[config.mk]
export PLATFORM = sky130hd
export DESIGN_NAME = tag_data_arb
export DESIGN_NICKNAME = d
export VERILOG_FILES = /design/src/rtl/tag_data_arb.sv
export SDC_FILE = /design/constraint.sdc
export NUM_CORES = 1
export LEC_CHECK = 0
export ABC_AREA = 1
export CORE_AREA = 3 3 559 561
export DETAILED_ROUTE_END_ITERATION = 8
export DIE_AREA = 0 0 562 564
export HOLD_SLACK_MARGIN = 0.15
export PLACE_DENSITY_LB_ADDON = 0.2
export RECOVER_POWER = 50
export SYNTH_ARGS = -nofsm -noshare
export SYNTH_HDL_FRONTEND = slang
export SYNTH_SLANG_ARGS = --single-unit
[constraint.sdc]
create_clock -name clk -period 2 [get_ports clk]
set_input_delay 0.3 -clock clk [delete_from_list [all_inputs] [get_ports clk]]
set_output_delay 0.3 -clock clk [all_outputs]
set_load 0.02 [all_outputs]
[src/rtl/tag_data_arb.sv]
// tag_data_arb
//
// Packet-atomic round-robin arbiter sharing the single AXI-stream write port
// of the tag data buffer between NUM_SRC tag-processing pipelines. A source
// keeps the grant until its tlast beat is accepted, so packets never
// interleave in the buffer. The output stage is a single registered beat.
//
// Optional feature macro: TAG_DATA_ARB_TIMEOUT_EN
//   When defined, a mid-packet stall counter aborts a packet whose granted
//   source has been silent for TIMEOUT_CYCLES cycles: a zero tlast beat is
//   emitted to close the buffer packet and timeout_err[src] is set (sticky).
//   When undefined, the grant is held indefinitely and timeout_err is 0.
//
// Ports:
//   clk, rst_n          core clock (rising edge), async active-low reset
//   s_axis_t*           NUM_SRC packed slave streams, source i in slice i
//   m_axis_t*           registered master stream towards the buffer
//   grant               one-hot current grant, zero while idle
//   pkt_cnt             packets forwarded (wraps at 16 bits)
//   timeout_err         sticky per-source stall-abort flags
module tag_data_arb #(
  parameter int NUM_SRC        = 4,
  parameter int NUM_TAGS       = 20,
  parameter int DATA_WIDTH     = 256,
  parameter int TIMEOUT_CYCLES = 1024
) (
  input  logic                           clk,
  input  logic                           rst_n,
  input  logic [NUM_SRC-1:0]             s_axis_tvalid,
  output logic [NUM_SRC-1:0]             s_axis_tready,
  input  logic [NUM_SRC*DATA_WIDTH-1:0]  s_axis_tdata,
  input  logic [NUM_SRC*NUM_TAGS-1:0]    s_axis_tuser,
  input  logic [NUM_SRC-1:0]             s_axis_tlast,
  output logic                           m_axis_tvalid,
  input  logic                           m_axis_tready,
  output logic [DATA_WIDTH-1:0]          m_axis_tdata,
  output logic [NUM_TAGS-1:0]            m_axis_tuser,
  output logic                           m_axis_tlast,
  output logic [NUM_SRC-1:0]             grant,
  output logic [15:0]                    pkt_cnt,
  output logic [NUM_SRC-1:0]             timeout_err
);

  localparam int IDX_W = (NUM_SRC > 1) ? $clog2(NUM_SRC) : 1;

  if (NUM_SRC < 2 || NUM_SRC > 8 || TIMEOUT_CYCLES < 1) begin : g_param_check
    $error("tag_data_arb: NUM_SRC must be 2..8 and TIMEOUT_CYCLES >= 1");
  end

  typedef enum logic {IDLE, GRANT} state_t;

  state_t             state, state_next;
  logic [IDX_W-1:0]   ptr, ptr_next;
  logic [IDX_W-1:0]   sel, sel_next;      // index of the granted source
  logic [NUM_SRC-1:0] grant_next;

  logic               found;
  logic [IDX_W-1:0]   pick, cand;

  logic               out_ready;          // output register can take a beat
  logic               accept;             // granted beat accepted this cycle
  logic               abort;              // stall timeout closes the packet
  logic               stall_hit;
  logic               load;
  logic               pkt_inc;

  logic [DATA_WIDTH-1:0] src_data [NUM_SRC];
  logic [NUM_TAGS-1:0]   src_user [NUM_SRC];

  for (genvar gi = 0; gi < NUM_SRC; gi++) begin : g_unpack
    assign src_data[gi] = s_axis_tdata[gi*DATA_WIDTH +: DATA_WIDTH];
    assign src_user[gi] = s_axis_tuser[gi*NUM_TAGS +: NUM_TAGS];
  end

  assign out_ready = ~m_axis_tvalid | m_axis_tready;

  // Once the stall limit is hit the source is locked out until the abort
  // beat has been placed in the output register.
  assign accept = (state == GRANT) & s_axis_tvalid[sel] & out_ready & ~stall_hit;

  assign s_axis_tready = ((state == GRANT) && out_ready && !stall_hit) ? grant : '0;

  // Round-robin search starting at ptr.
  always_comb begin
    found = 1'b0;
    pick  = '0;
    cand  = '0;
    for (int k = 0; k < NUM_SRC; k++) begin
      cand = IDX_W'((int'(ptr) + k) % NUM_SRC);
      if (!found && s_axis_tvalid[cand]) begin
        found = 1'b1;
        pick  = cand;
      end
    end
  end

  always_comb begin
    state_next = state;
    ptr_next   = ptr;
    sel_next   = sel;
    grant_next = grant;
    load       = 1'b0;
    abort      = 1'b0;
    pkt_inc    = 1'b0;
    case (state)
      IDLE: begin
        if (found) begin
          sel_next   = pick;
          grant_next = NUM_SRC'(1) << pick;
          state_next = GRANT;
        end
      end
      GRANT: begin
        if (accept) begin
          load = 1'b1;
          if (s_axis_tlast[sel]) begin
            state_next = IDLE;
            grant_next = '0;
            ptr_next   = (sel == IDX_W'(NUM_SRC - 1)) ? '0 : sel + IDX_W'(1);
            pkt_inc    = 1'b1;
          end
        end else if (stall_hit && out_ready) begin
          abort      = 1'b1;
          state_next = IDLE;
          grant_next = '0;
          ptr_next   = (sel == IDX_W'(NUM_SRC - 1)) ? '0 : sel + IDX_W'(1);
        end
      end
      default: state_next = IDLE;
    endcase
  end

  always_ff @(posedge clk or negedge rst_n) begin
    if (!rst_n) begin
      state <= IDLE;
      ptr   <= '0;
      sel   <= '0;
      grant <= '0;
    end else begin
      state <= state_next;
      ptr   <= ptr_next;
      sel   <= sel_next;
      grant <= grant_next;
    end
  end

  // Output register: loads on an accepted beat (or the abort beat), otherwise
  // drains on m_axis_tready. Payload is only rewritten on a load, so it stays
  // stable while the buffer back-pressures.
  always_ff @(posedge clk or negedge rst_n) begin
    if (!rst_n) begin
      m_axis_tvalid <= 1'b0;
      m_axis_tdata  <= '0;
      m_axis_tuser  <= '0;
      m_axis_tlast  <= 1'b0;
      pkt_cnt       <= '0;
    end else begin
      if (load) begin
        m_axis_tvalid <= 1'b1;
        m_axis_tdata  <= src_data[sel];
        m_axis_tuser  <= src_user[sel];
        m_axis_tlast  <= s_axis_tlast[sel];
      end else if (abort) begin
        m_axis_tvalid <= 1'b1;
        m_axis_tdata  <= '0;
        m_axis_tuser  <= '0;
        m_axis_tlast  <= 1'b1;
      end else if (m_axis_tready) begin
        m_axis_tvalid <= 1'b0;
      end
      if (pkt_inc) begin
        pkt_cnt <= pkt_cnt + 16'd1;
      end
    end
  end

`ifdef TAG_DATA_ARB_TIMEOUT_EN
  localparam int STALL_W = $clog2(TIMEOUT_CYCLES + 1);

  logic [STALL_W-1:0] stall;

  assign stall_hit = (state == GRANT) && (stall == STALL_W'(TIMEOUT_CYCLES));

  // Counts only cycles where the granted source is silent; back-pressure
  // from the buffer neither counts nor clears.
  always_ff @(posedge clk or negedge rst_n) begin
    if (!rst_n) begin
      stall       <= '0;
      timeout_err <= '0;
    end else begin
      if (state != GRANT || accept) begin
        stall <= '0;
      end else if (!s_axis_tvalid[sel] && !stall_hit) begin
        stall <= stall + STALL_W'(1);
      end
      if (abort) begin
        timeout_err <= timeout_err | grant;
      end
    end
  end
`else
  assign stall_hit   = 1'b0;
  assign timeout_err = '0;
`endif

endmodule

==> reports/results.tsv, run 1 <==
stage	metric	value	unit
outcome	status	finished, violations left	
outcome	failing checks	setup timing	
flow_run	max_cap viols	0	
setup_path	Worst Setup SP	sel[0]$_DFFE_PN0P_	
logic_synthesis	Mapped Avg Cell Area	6.50	sq um
logic_synthesis	synth warn	0	
die	Core Area	308000	sq um
detailed_routing	DR WL met3	22400	microns
place	DP Area	40400	sq um
detailed_routing	Detailed Route WL	238000	microns
sta	setup_tns	-6440	ps
power	clock network fraction of total power	13.2	%
die	Die Y	564	microns
place	Detailed Place HPWL	202000	microns
finish	commonest non-fill, non-tap cell in the layout	nor2_1	
sta	final worst-path cycle share	107	%
detailed_routing	met2 routed WL	110000	microns
setup_path	Setup CP Type	reg2reg	
logic_synthesis	Netlist cell types	27	
clock_network	TritonCTS Buffers	48	
sta	setup repair after global routing missed its margin	true	
finish	Final Non-Filler Cells	8804	
setup_path	Worst R2R Setup Slack	-140	ps
setup_path	endpoint class of the critical path	register	
finish	final instance area	44200	sq um
die	cell row count	204	
setup_path	crit path launch type	register	
sta	skew final	22.8	ps
finish	share of layout cells above drive strength 1	12.7	%
logic_synthesis	synthesized area	19400	sq um
power	pwr dens	1500	nW/um^2
global_routing	first-pass GRT wire length	300000	microns
setup_path	r2r worst-path depth	12	
place	Routability Congestion	0.907	
detailed_routing	First-pass DRT Iterations	6	
setup_path	Worst setup endpoint	m_axis_tdata[215]$_DFFE_PN0P_	
sta	Tmin final	2140	ps
detailed_routing	Final ANT Viol Nets	0	
logic_synthesis	#FFs+latches synth	303	
setup_path	maximum fanout along the worst path	6	
clock_network	clk_lat worst skew	690	ps
clock_network	CTS Root Cell	clkbuf_16	
die	Ports	1421	
power	static leakage	16.5	nW
power	P_sw	33.4	mW
setup_path	critical path arrival	2730	ps
clock_network	CTS tree	built	
detailed_routing	detailed-route via count	28700	
global_routing	total gr overflow	0	
sta	slew margin rel.	31.6	%
die	die area	317000	sq um
finish	most frequent cells in the layout	nor2_1, clkdlybuf4s50_1, o21ai_0	
detailed_routing	vias per cell	3.26	
sta	Peak Freq	468	MHz
sta	final slew viol count	0	
detailed_routing	highest layer used for signal routing	met5	
setup_path	RR Endpoint	m_axis_tdata[215]$_DFFE_PN0P_	
power	Sw Ratio	50.5	%
place	post-place setup slack	-401	ps
power	combinational power share	69.0	%
logic_synthesis	Mapped Cells	2980	
sta	Final WS setup	-137	ps
setup_path	Critical R2R Launch	sel[0]$_DFFE_PN0P_	
power	sequential share of power	17.7	%
power	maximum vdd drop	0.624	mV
clock_network	CTS Buffer Depth	3	
global_routing	number of global-route vias before repair	29500	
clock_network	H-tree depth	2	
die	Initial Util	6.29	%
sta	worst slew pin tran	1030	ps
clock_network	Clk pin slew, worst setup/hold paths	60	ps
finish	Area Overhead vs Synth	128	%
detailed_routing	DRT iter0 DRCs	1846	
global_routing	Tot GR Track Use	14.2	%
clock_network	Sink Count	303	
global_routing	initial antenna violation count	199	
sta	final hold viol count	0	
setup_path	Critical Path RT	2590	ps
detailed_routing	DRT met1 WL	100000	microns
place	Placed Cells	8559	
worst_hold_path	Hold Path Class	in2reg	
detailed_routing	residual DRC count	0	
place	number of I/O port buffers	1416	
sta	WHS	259	ps
global_routing	largest net degree at the start of global routing	69	
logic_synthesis	Seq/Total Area, Yosys	39.1	%
detailed_routing	wire per inst	27.0	microns
power	P_int	32.8	mW
die	Die Span X	562	microns
sta	endpoints failing setup	140	
finish	Final #Nets	5710	
-- critical path, cell delays in order, from the launching register on --
cell,delay (ps)
dfrtp_4,540
buf_6,150
a21oi_2,130
o21ai_2,90
a21oi_4,180
buf_12,140
buf_16,140
buf_8,120
buf_8,120
buf_12,110
buf_12,110
nor2_1,40
a31oi_1,150
-- power by group through the flow --
stage / Sequential [mW] / Clock, mW / Combinational (mW)
2_1_floorplan: 14.4 / 0 / 15.3
3_3_place_gp: 11.8 / 0 / 42.2
3_5_place_dp: 11.8 / 0 / 42.2
4_1_cts: 11.6 / 9.31 / 45.3
5_1_grt: 12.1 / 9.42 / 49.5
6_report: 11.7 / 8.76 / 45.6
-- through the flow --
step | total power, mW | utilization (%)
floorplan | 29.7 | -
global placement | 53.9 | 13.1
detailed placement | 53.9 | 13.1
CTS | 66.2 | 14.1
global route | 71.0 | 14.3
finish | 66.1 | 14.3
-- state kept, by name (all words and copies together) (netlist names) --
signal	count
m_axis_tdata	256
m_axis_tuser	20
pkt_cnt	16
grant	4
ptr	2
sel	2
m_axis_tlast	1
m_axis_tvalid	1
state	1
-- cell type report --
type / instances / area [sq um]
fill: 35800 / 264000
timing repair buffer: 1814 / 18600
multi-input combinational: 2394 / 11100
sequential: 303 / 7590
tap: 4120 / 5150
clock buffer: 69 / 1380
clock inverter: 15 / 149
antenna: 57 / 143
inverter: 32 / 135
-- cells by family (layout without fill, tap and decap cells) --
family	Yosys count	in the layout	synth area share (%)
AOI/OAI and AO/OA	856	856	23.9
xor gates and xnor gates	12	12	0.542
adders and majority gates	2	2	0.129
buffers and inverters	286	1930	6.44
DFF	303	303	39.1
other	1	61	0.0193
and+or+nand+nor	1520	1520	29.8
-- worst min path at each step --
stage | start | endpoint | slack [ps] | cells past startpoint
after floorplan | rst_n | grant[0]$_DFFE_PN0P_ | 4 | 0
after global placement | rst_n | m_axis_tlast$_DFFE_PN0P_ | 250 | 1
after detailed placement | rst_n | m_axis_tlast$_DFFE_PN0P_ | 250 | 1
after CTS | s_axis_tdata[1006] | m_axis_tdata[238]$_DFFE_PN0P_ | 150 | 3
after global routing | s_axis_tdata[997] | m_axis_tdata[229]$_DFFE_PN0P_ | 210 | 3
final | s_axis_tdata[505] | m_axis_tdata[249]$_DFFE_PN0P_ | 260 | 3
-- metal layers --
metal,up-vias,GRT usage [%]
met3,382,5.62
met1,13600,17.4
met4,120,3.17
met5,-,0
li1,13300,-
met2,1391,23.3
-- synthesized netlist by cell type --
library cell,instances,area share (%)
nor2_1,1399,27
o21ai_0,569,15
dfrtp_1,303,39
a31oi_1,278,9.0
clkbuf_1,147,2.8
nand2_1,81,1.6
buf_2,58,1.5
inv_1,30,0.58
buf_4,27,1.0
buf_1,22,0.43
nand3_1,22,0.57
xor2_1,9,0.41
nand4_1,5,0.16
nor3_1,5,0.13
nand3b_1,4,0.15
a21oi_1,3,0.077
o21ai_1,3,0.077
xnor2_1,3,0.14
ha_1,2,0.13
inv_2,2,0.039
nor2_2,2,0.065
a21oi_2,1,0.045
and2_0,1,0.032
and2_1,1,0.032
conb_1,1,0.019
o21ai_2,1,0.045
o31ai_1,1,0.039
-- timing repair --
item	in CTS	in global routing
gates cloned	24	11
hold buffers	29	0
resized for setup	494	127
endpoints found under the hold margin	328	0
setup buffers	38	14
pin swaps	3	5
endpoints found under the setup margin	512	279
No activity file was read; power rests on OpenSTA's default activity.
==> run 2, diff against run 1 <==
--- a/config.mk
+++ b/config.mk
@@ -6,9 +6,9 @@
 export NUM_CORES = 1
 export LEC_CHECK = 0
 export ABC_AREA = 1
-export CORE_AREA = 3 3 559 561
+export CORE_AREA = 2 2 558 560
 export DETAILED_ROUTE_END_ITERATION = 8
-export DIE_AREA = 0 0 562 564
+export DIE_AREA = 0 0 560 562
 export HOLD_SLACK_MARGIN = 0.15
 export PLACE_DENSITY_LB_ADDON = 0.2
 export RECOVER_POWER = 50
==> reports/results.tsv, run 2 (synthesis results as in run 1) <==
stage	metric	value	unit	change
finish	largest registers	m_axis_tdata (256), m_axis_tuser (20), pkt_cnt (16)		unchanged
clock_network	clk_lat worst skew	730	ps	was 690 ps
setup_path	Worst path max stage delay	680	ps	was 540 ps
outcome	failing checks	setup timing		unchanged
setup_path	maximum fanout along the worst path	50		was 6
setup_path	Setup CP Type	reg2reg		unchanged
finish	Area Overhead vs Synth	135	%	was 128%
die	Initial Util	6.29	%	unchanged
setup_path	WP buf/inv	4		was 7
worst_hold_path	Hold Crit Start	s_axis_tdata[773]		was s_axis_tdata[505]
global_routing	initial antenna violation count	251		was 199
global_routing	largest net degree at the start of global routing	86		was 69
place	number of I/O port buffers	1416		unchanged
setup_path	Critical R2R Launch	sel[0]$_DFFE_PN0P_		unchanged
global_routing	number of global-route vias before repair	29300		was 29500
die	Die Span X	560	microns	was 562 microns
clock_network	CTS Buffer Depth	3		unchanged
detailed_routing	residual DRC count	0		unchanged
global_routing	total gr overflow	0		unchanged
global_routing	first-pass GRT wire length	313000	microns	was 300000 microns
setup_path	Worst Setup SP	sel[0]$_DFFE_PN0P_		unchanged
place	Placed Cells	8538		was 8559
sta	endpoints failing setup	211		was 140
sta	Tmin final	2150	ps	was 2140 ps
power	pwr dens	1550	nW/um^2	was 1500 nW/um^2
detailed_routing	wire per inst	28.5	microns	was 27.0 microns
sta	final hold viol count	0		unchanged
global_routing	met2 Use GR	25.2	%	was 23.3%
clock_network	H-tree depth	2		unchanged
finish	Final #Nets	5735		was 5710
detailed_routing	vias per cell	3.36		was 3.26
die	Core Area	308000	sq um	unchanged
clock_network	CTS Root Cell	clkbuf_16		unchanged
sta	final slew viol count	0		unchanged
detailed_routing	Detailed Route WL	252000	microns	was 238000 microns
die	cell row count	204		unchanged
place	Detailed Place HPWL	208000	microns	was 202000 microns
finish	commonest non-fill, non-tap cell in the layout	nor2_1		unchanged
power	maximum vdd drop	0.515	mV	was 0.624 mV
clock_network	TritonCTS Buffers	49		was 48
finish	most frequent cells in the layout	nor2_1, clkdlybuf4s50_1, o21ai_0		unchanged
place	Routability Congestion	0.880		was 0.907
sta	Final WS setup	-153	ps	was -137 ps
setup_path	critical path's most frequent cell	buf_4		was buf_12
finish	Final Non-Filler Cells	8841		was 8804
sta	final worst-path cycle share	108	%	was 107%
die	Ports	1421		unchanged
detailed_routing	Final ANT Viol Nets	0		unchanged
setup_path	crit path launch type	register		unchanged
global_routing	Tot GR Track Use	15.1	%	was 14.2%
worst_hold_path	Hold Path Class	in2reg		unchanged
detailed_routing	detailed-route via count	29700		was 28700
setup_path	crit-path cells	inv_8 -> buf_4 -> buf_6 -> o21ai_0 -> buf_4 -> a31oi_1		was buf_6 -> a21oi_2 -> o21ai_2 -> a21oi_4 -> buf_12 -> buf_16 -> buf_8 -> buf_8 -> buf_12 -> buf_12 -> nor2_1 -> a31oi_1
finish	Largest register FFs	256		unchanged
power	Power Total	70.7	mW	was 66.1 mW
sta	WHS	241	ps	was 259 ps
clock_network	Sink Count	303		unchanged
sta	worst slew pin tran	796	ps	was 1030 ps
finish	final instance area	45500	sq um	was 44200 sq um
place	DP Area	40200	sq um	was 40400 sq um
setup_path	endpoint class of the critical path	register		unchanged
clock_network	CTS tree	built		unchanged
global_routing	grt met3 use	5.71	%	was 5.62%
setup_path	critical path arrival	2730	ps	about the same
flow_run	max_cap viols	0		unchanged
finish	register with the most flip-flops	m_axis_tdata		unchanged
setup_path	Critical Path RT	2580	ps	was 2590 ps
detailed_routing	DRT iter0 DRCs	1850		was 1846
setup_path	slowest CP cell	o21ai_0		was dfrtp_4
die	Die Y	562	microns	was 564 microns
die	die area	315000	sq um	was 317000 sq um
setup_path	delay-heaviest family, CP	compound AO/OA/AOI/OAI gates		was buffers and inverters
global_routing	met1 Usage GRT	18.7	%	was 17.4%
outcome	status	finished, violations left		unchanged
sta	skew final	31.2	ps	was 22.8 ps
global_routing	GRT Max-Usage Layer	met2		unchanged
finish	share of layout cells above drive strength 1	14.1	%	was 12.7%
detailed_routing	First-pass DRT Iterations	6		unchanged
clock_network	Clk pin slew, worst setup/hold paths	60	ps	about the same
sta	setup repair after global routing missed its margin	true		unchanged
sta	Peak Freq	464	MHz	was 468 MHz
sta	slew margin rel.	46.4	%	was 31.6%
power	static leakage	17.0	nW	was 16.5 nW
[run 2: through the flow]
step                setup TNS [ps]  util, %  setup WS (ps)
floorplan                        0        -            354
CTS                         -26490     14.3           -196
finish                      -11310     14.8           -153
detailed placement         -111050     13.0           -470
global route                -38600     14.7           -227
global placement           -123850     13.0           -518
[run 2: worst reg2reg max path: stages (launching register included)]
cell     delay [ps]
dfrtp_4         540
inv_8            90
buf_4           150
buf_6           190
o21ai_0         680
buf_4           280
a31oi_1         100
[run 2: cell type report]
| cell class | instances | area, sq um |
|---|---|---|
| Antenna cell | 64 | 160 |
| Multi-Input combinational cell | 2395 | 11200 |
| Inverter | 32 | 140 |
| Timing Repair Buffer | 1837 | 19600 |
| Fill cell | 35700 | 263000 |
| Clock buffer | 72 | 1440 |
| Tap cell | 4120 | 5150 |
| Clock inverter | 18 | 258 |
| Sequential cell | 303 | 7590 |
[run 2: final timing paths]
path,cells after the start,end,slack [ps]
worst max-delay path,6,m_axis_tdata[180]$_DFFE_PN0P_,-150
worst min-delay path,3,m_axis_tdata[5]$_DFFE_PN0P_,240
worst max register to register,6,m_axis_tdata[180]$_DFFE_PN0P_,-150
worst min register to register,2,m_axis_tlast$_DFFE_PN0P_,530
max in group asynchronous,5,m_axis_tdata[30]$_DFFE_PN0P_,60
min in group asynchronous,4,sel[0]$_DFFE_PN0P_,1230
[run 2: power by group]
group,switching (mW),leakage [nW],internal (mW)
Sequential,2.43,3.39,9.30
Combinational,29.0,12.8,20.6
Clock,3.89,0.834,5.52
Total,35.3,17.0,35.4
[run 2: layer usage]
layer / part of all wire [%] / up-vias / wire length [microns]
met2: 47 / 1572 / 117000
met5: 0.34 / - / 859
met3: 9.3 / 420 / 23500
met1: 42 / 14200 / 106000
met4: 1.7 / 126 / 4380
li1: - / 13400 / -
[run 2: repair_timing]
action,CTS,global route
hold endpoints to repair,322,0
buffers inserted,54,16
pin swaps,13,17
gates resized for setup,614,139
gates cloned,37,28
setup endpoints to repair,562,298
hold buffers,23,0
==> patch 1: new RTL, settings of run 2 <==
Change the parameter `NUM_SRC` from 4 to 2.
--- a/src/rtl/tag_data_arb.sv
+++ b/src/rtl/tag_data_arb.sv
@@ -19,7 +19,7 @@
 //   pkt_cnt             packets forwarded (wraps at 16 bits)
 //   timeout_err         sticky per-source stall-abort flags
 module tag_data_arb #(
-  parameter int NUM_SRC        = 4,
+  parameter int NUM_SRC        = 2,
   parameter int NUM_TAGS       = 20,
   parameter int DATA_WIDTH     = 256,
   parameter int TIMEOUT_CYCLES = 1024
Ports: changed (7 resized); port bits go from 1421 to 859. No check against the original RTL was run, so the function may have changed too.
==> patch 1 against run 2 <==
Via count decreased by 45%; power shrank 42%; setup slack improved by 240 ps; global-route usage shrank 6.9 points; wire length fell by 47%; sequential share of layout area grew 7.7 points; fmax rose by 12%; critical path depth shrank 1; design area down 33%; combinational power shrank 56%; sequential cell count decreased by 4; synthesized area is 28% lower; die area unchanged; largest power group unchanged; highest routed layer unchanged.
==> patch 1: results (changes against run 2) <==
Outcome - completed (was complete, but fails checks)
Worst reg2reg path depth - 7 (was 6)
Top cells by area, synth - dfrtp_1 54%, nor2_1 15%, o31ai_1 15%, nand2_1 9.4%, buf_2 2.4% (was dfrtp_1 39%, nor2_1 27%, o21ai_0 15%, a31oi_1 9.0%, clkbuf_1 2.8%)
Max_slew headroom - 1.05% (was 46.4%)
DRT Pass-1 Iters - 5 (was 6)
WL met2 - 65400 µm (was 117000 µm)
H-tree Lvls - 2 (unchanged)
Met3 WL - 14500 µm (was 23500 µm)
Fill cell total of the finished layout - 36100 (was 35700)
Top cells by count, synth - 569 x nor2_1, 346 x nand2_1, 299 x dfrtp_1, 276 x o31ai_1, 67 x buf_2 (was 1399 x nor2_1, 569 x o21ai_0, 303 x dfrtp_1, 278 x a31oi_1, 147 x clkbuf_1)
Detailed-route via count - 16400 (was 29700)
Most used DFF post-synth - dfrtp_1 (unchanged)
Max stage delay on crit path - 390 ps (was 680 ps)
Fin Clk Skew - 35.3 ps (was 31.2 ps)
Num CTS Buffers - 46 (was 49)
Clk_lat worst skew - 670 ps (was 730 ps)
Initial antenna violation count - 120 (was 251)
Non-filler cells, final - 6874 (was 8841)
Drt total wl - 134000 µm (was 252000 µm)
Share of layout cells above drive strength 1 - 7.03% (was 14.1%)
Metal-1 WL - 50700 µm (was 106000 µm)
Post-Syn Instances - 1676 (was 2980)
Crit path arrival time - 1620 ps (was 2730 ps)
First-pass GRT wire length - 171000 µm (was 313000 µm)
Largest net degree at the start of global routing - 89 (was 86)
Worst slack at placement - -604 ps (was -470 ps)
P_leak - 0.0122 µW (was 0.0170 µW)
Yosys cell types - 23 (was 27)
Sequential area share after synthesis - 53.9% (was 39.1%)
Max FO, Critical Path - 2 (was 50)
Critical-path top delay cell - dfrtp_1 (was o21ai_0)
Dpl cell area - 0.0279 mm² (was 0.0402 mm²)
IO buf count - 856 (was 1416)
Dpl cells - 6608 (was 8538)
Post-layout nets - 3262 (was 5735)
Tot GR Track Use - 8.21% (was 15.1%)
Syn_area_per_cell - 8.28 µm² (was 6.50 µm²)
Starting DRT DRC Count - 765 (was 1850)
Placer congestion estimate - 0.741 (was 0.880)
VDD IR-drop max - 0.000549 V (was 0.000515 V)
Vias in the first global route - 16900 (was 29300)
HPWL after DPL - 111000 µm (was 208000 µm)
==> patch 1: critical path, delay by kind of cell (launching register included) <==
kind,cells,cell delay (ps)
AND/OR/NAND/NOR,1,90
buffers and inverters,3,320
flip-flops,1,390
AO/OA/AOI/OAI,1,170
==> patch 1: layout make-up <==
cell class	instances	share of cell area (%)
diodes	21	0.171
clock buffers	71	4.46
clock inverters	8	0.449
inverters	25	0.363
multi-input cells	1227	18.7
flip-flops and latches	299	24.4
well taps	4120	16.8
repair buffers	1103	34.6
==> patch 1: per-layer routing <==
metal  global-route usage (%)  up-vias
met5                        0        -
met4                     1.56       76
met3                     4.23      232
met2                     14.5      742
met1                     8.70     7695
li1                         -     7657
==> patch 1: worst paths after layout <==
kind                                   start           endpoint  slack, ps
max in group asynchronous              rst_n   m_axis_tdata[61]        210
max                            m_axis_tvalid   s_axis_tready[0]         80
max reg2reg                              sel  m_axis_tdata[229]         80
min in group asynchronous              rst_n  m_axis_tdata[150]        390
min                        s_axis_tdata[102]  m_axis_tdata[102]        240
min reg2reg                 m_axis_tdata[48]   m_axis_tdata[48]        470
==> patch 1: stage by stage <==
step / util (%) / power, µW
4_1_cts: 9.98 / 42800
3_3_place_gp: 9.05 / 35100
5_1_grt: 9.93 / 44400
2_1_floorplan: - / 21300
6_report: 9.95 / 41200
3_5_place_dp: 9.05 / 35000
==> patch 1: repair_timing <==
| action | in CTS | in global routing |
|---|---|---|
| hold endpoints to repair | 423 | 0 |
| resized for setup | 284 | 8 |
| setup endpoints to repair | 279 | 68 |
| cloned | 1 | 2 |
| pin swaps | 1 | 1 |
| hold buffers | 160 | 0 |
| setup buffers | 3 | 0 |
==> patch 1: logic make-up after synthesis <==
group / Yosys count / share of synthesized area (%)
xor+xnor: 4 / 0.252
buf+inv: 151 / 4.90
fa+ha+maj: 1 / 0.0902
flops: 299 / 53.9
simple gates: 932 / 25.4
compound gates: 288 / 15.4
other cells: 1 / 0.0270
==> patch 1: where the power goes <==
part           internal, µW  switching (µW)
clock                  5050            3460
combinational          7720           14100
sequential             9010            1890
==> patch 2: new RTL, config.mk and constraints of run 2 <==
Made on the original files. Put one more register stage on the output `pkt_cnt`, with the module's reset. The value now appears one clock later. The other outputs are not delayed to match.
--- a/src/rtl/tag_data_arb.sv
+++ b/src/rtl/tag_data_arb.sv
@@ -43,6 +43,8 @@
 
   localparam int IDX_W = (NUM_SRC > 1) ? $clog2(NUM_SRC) : 1;
 
+  logic [15:0] pkt_cnt_s0;
+
   if (NUM_SRC < 2 || NUM_SRC > 8 || TIMEOUT_CYCLES < 1) begin : g_param_check
     $error("tag_data_arb: NUM_SRC must be 2..8 and TIMEOUT_CYCLES >= 1");
   end
@@ -153,7 +155,7 @@
       m_axis_tdata  <= '0;
       m_axis_tuser  <= '0;
       m_axis_tlast  <= 1'b0;
-      pkt_cnt       <= '0;
+      pkt_cnt_s0    <= '0;
     end else begin
       if (load) begin
         m_axis_tvalid <= 1'b1;
@@ -169,7 +171,7 @@
         m_axis_tvalid <= 1'b0;
       end
       if (pkt_inc) begin
-        pkt_cnt <= pkt_cnt + 16'd1;
+        pkt_cnt_s0 <= pkt_cnt_s0 + 16'd1;
       end
     end
   end
@@ -203,5 +205,13 @@
   assign timeout_err = '0;
 `endif
 
+  always_ff @(posedge clk or negedge rst_n) begin
+    if (!rst_n) begin
+      pkt_cnt <= '0;
+    end else begin
+      pkt_cnt <= pkt_cnt_s0;
+    end
+  end
+
 endmodule
 
Check against the original RTL: not equivalent (Yosys sat finds a counterexample within 4 cycles, from zero or initial values and one cycle with rst_n low).
==> patch 2 against run 2 <==
The flow finishes with violations (capacitance limit, slew limit, setup timing); setup slack improved by 70 ps; combinational power decreased by 2%; power decreased by 0.68%; largest power group unchanged; sequential cell count increased by 16; design area increased by 0.84%; synthesized cell count increased by 0.77%; wire length decreased by 9.5%; non-clock buffer count decreased by 2; first-iteration DRC count decreased by 2.2%; synthesized area increased by 2.2%; count of clock-buffer cells in the layout decreased by 5.
==> patch 2: results (changes against run 2) <==
Outcome - complete, but fails checks (unchanged)
Failing checks - capacitance limit, slew limit, setup timing (was setup timing)
Vias per cell - 3.25 (was 3.36)
Worst slack at placement - -383 ps (was -470 ps)
Yosys cell types - 29 (was 27)
P_leak - 0.0173 µW (was 0.0170 µW)
Top cells by count, synth - 1398 x nor2_1, 560 x o21ai_0, 319 x dfrtp_1, 279 x a31oi_1, 136 x clkbuf_1 (was 1399 x nor2_1, 569 x o21ai_0, 303 x dfrtp_1, 278 x a31oi_1, 147 x clkbuf_1)
Dpl cell area - 0.0408 mm² (was 0.0402 mm²)
Sequential power - 12100 µW (was 11700 µW)
Combinational power - 48700 µW (was 49500 µW)
Fin Clk Skew - 25.3 ps (was 31.2 ps)
P_int - 35500 µW (was 35400 µW)
DRT Pass-1 Iters - 7 (was 6)
VDD IR-drop max - 0.000572 V (was 0.000515 V)
Final setup viols - 136 (was 211)
Avg WL per Cell - 25.8 µm (was 28.5 µm)
Worst Setup Slack, final - -83.9 ps (was -153 ps)
Post-layout nets - 5756 (was 5735)
Starting DRT DRC Count - 1810 (was 1850)
Largest net degree at the start of global routing - 63 (was 86)
HPWL after DPL - 181000 µm (was 208000 µm)
First-pass GRT wire length - 286000 µm (was 313000 µm)
Worst-Margin Slew - 1850 ps (was 796 ps)
Slew Limit Fails - 11 (was 0)
Initial antenna violation count - 168 (was 251)
Compound-Gate Fraction of Synth Area - 23.6% (was 23.9%)
Vias in the first global route - 29300 (about the same)
Delay-heaviest family, CP - buffers and inverters (was compound AO/OA/AOI/OAI gates)
Logic pwr share - 69.4% (was 70.1%)
Max-cap violations - 1 (was 0)
Max FO, Critical Path - 16 (was 50)
Adder-cell share of the synthesized area - 0.126% (was 0.129%)
## patch 2: final cells by class
| type | instances | area (µm²) |
|---|---|---|
| clock buffers | 67 | 1400 |
| diodes | 47 | 118 |
| inverters | 33 | 139 |
| fillers | 35600 | 262000 |
| repair buffers | 1835 | 19300 |
| well taps | 4120 | 5150 |
| multi-input cells | 2401 | 11400 |
| clock inverters | 22 | 274 |
| flip-flops and latches | 319 | 7990 |
## patch 2: final timing paths
kind / to / startpoint / cells after the start / slack (ps)
setup / recovery: m_axis_tdata[76] / sel[0] / 9 / -80
hold / removal: m_axis_tuser[4] / s_axis_tuser[24] / 3 / 230
setup reg to reg: m_axis_tdata[76] / sel[0] / 9 / -80
hold reg to reg: pkt_cnt[15] / pkt_cnt_s0[15] / 0 / 430
max in group asynchronous: m_axis_tdata[78] / rst_n / 3 / -50
min in group asynchronous: m_axis_tdata[174] / rst_n / 3 / 1390
## patch 2: what timing repair did
item / in CTS / in global routing
pin swaps: 9 / 40
hold buffers: 4 / 0
cloned: 32 / 33
hold endpoints to repair: 321 / 0
setup endpoints to repair: 419 / 302
resized for setup: 637 / 272
buffers inserted: 47 / 25
## patch 2: metrics by stage
| step | instances | utilization, % |
|---|---|---|
| after global placement | 8589 | 13.2 |
| after detailed placement | 8589 | 13.2 |
| after global routing | 8813 | 14.9 |
| after CTS | 8760 | 14.4 |
| after floorplan | 3006 | - |
| final | 8844 | 14.9 |
## patch 2: kinds of logic after synthesis
logic type	Yosys count
buf+inv	286
xor+xnor	12
other cells	1
simple gates	1523
flops	319
fa+ha+maj	2
compound gates	860
## patch 2: per-layer routing
layer	track usage [%]	up-vias	share of wire (%)
li1	-	13400	-
met1	15.6	13600	40
met2	23.3	1426	47
met3	5.48	305	9.7
met4	3.58	76	3.2
met5	0	-	0.20
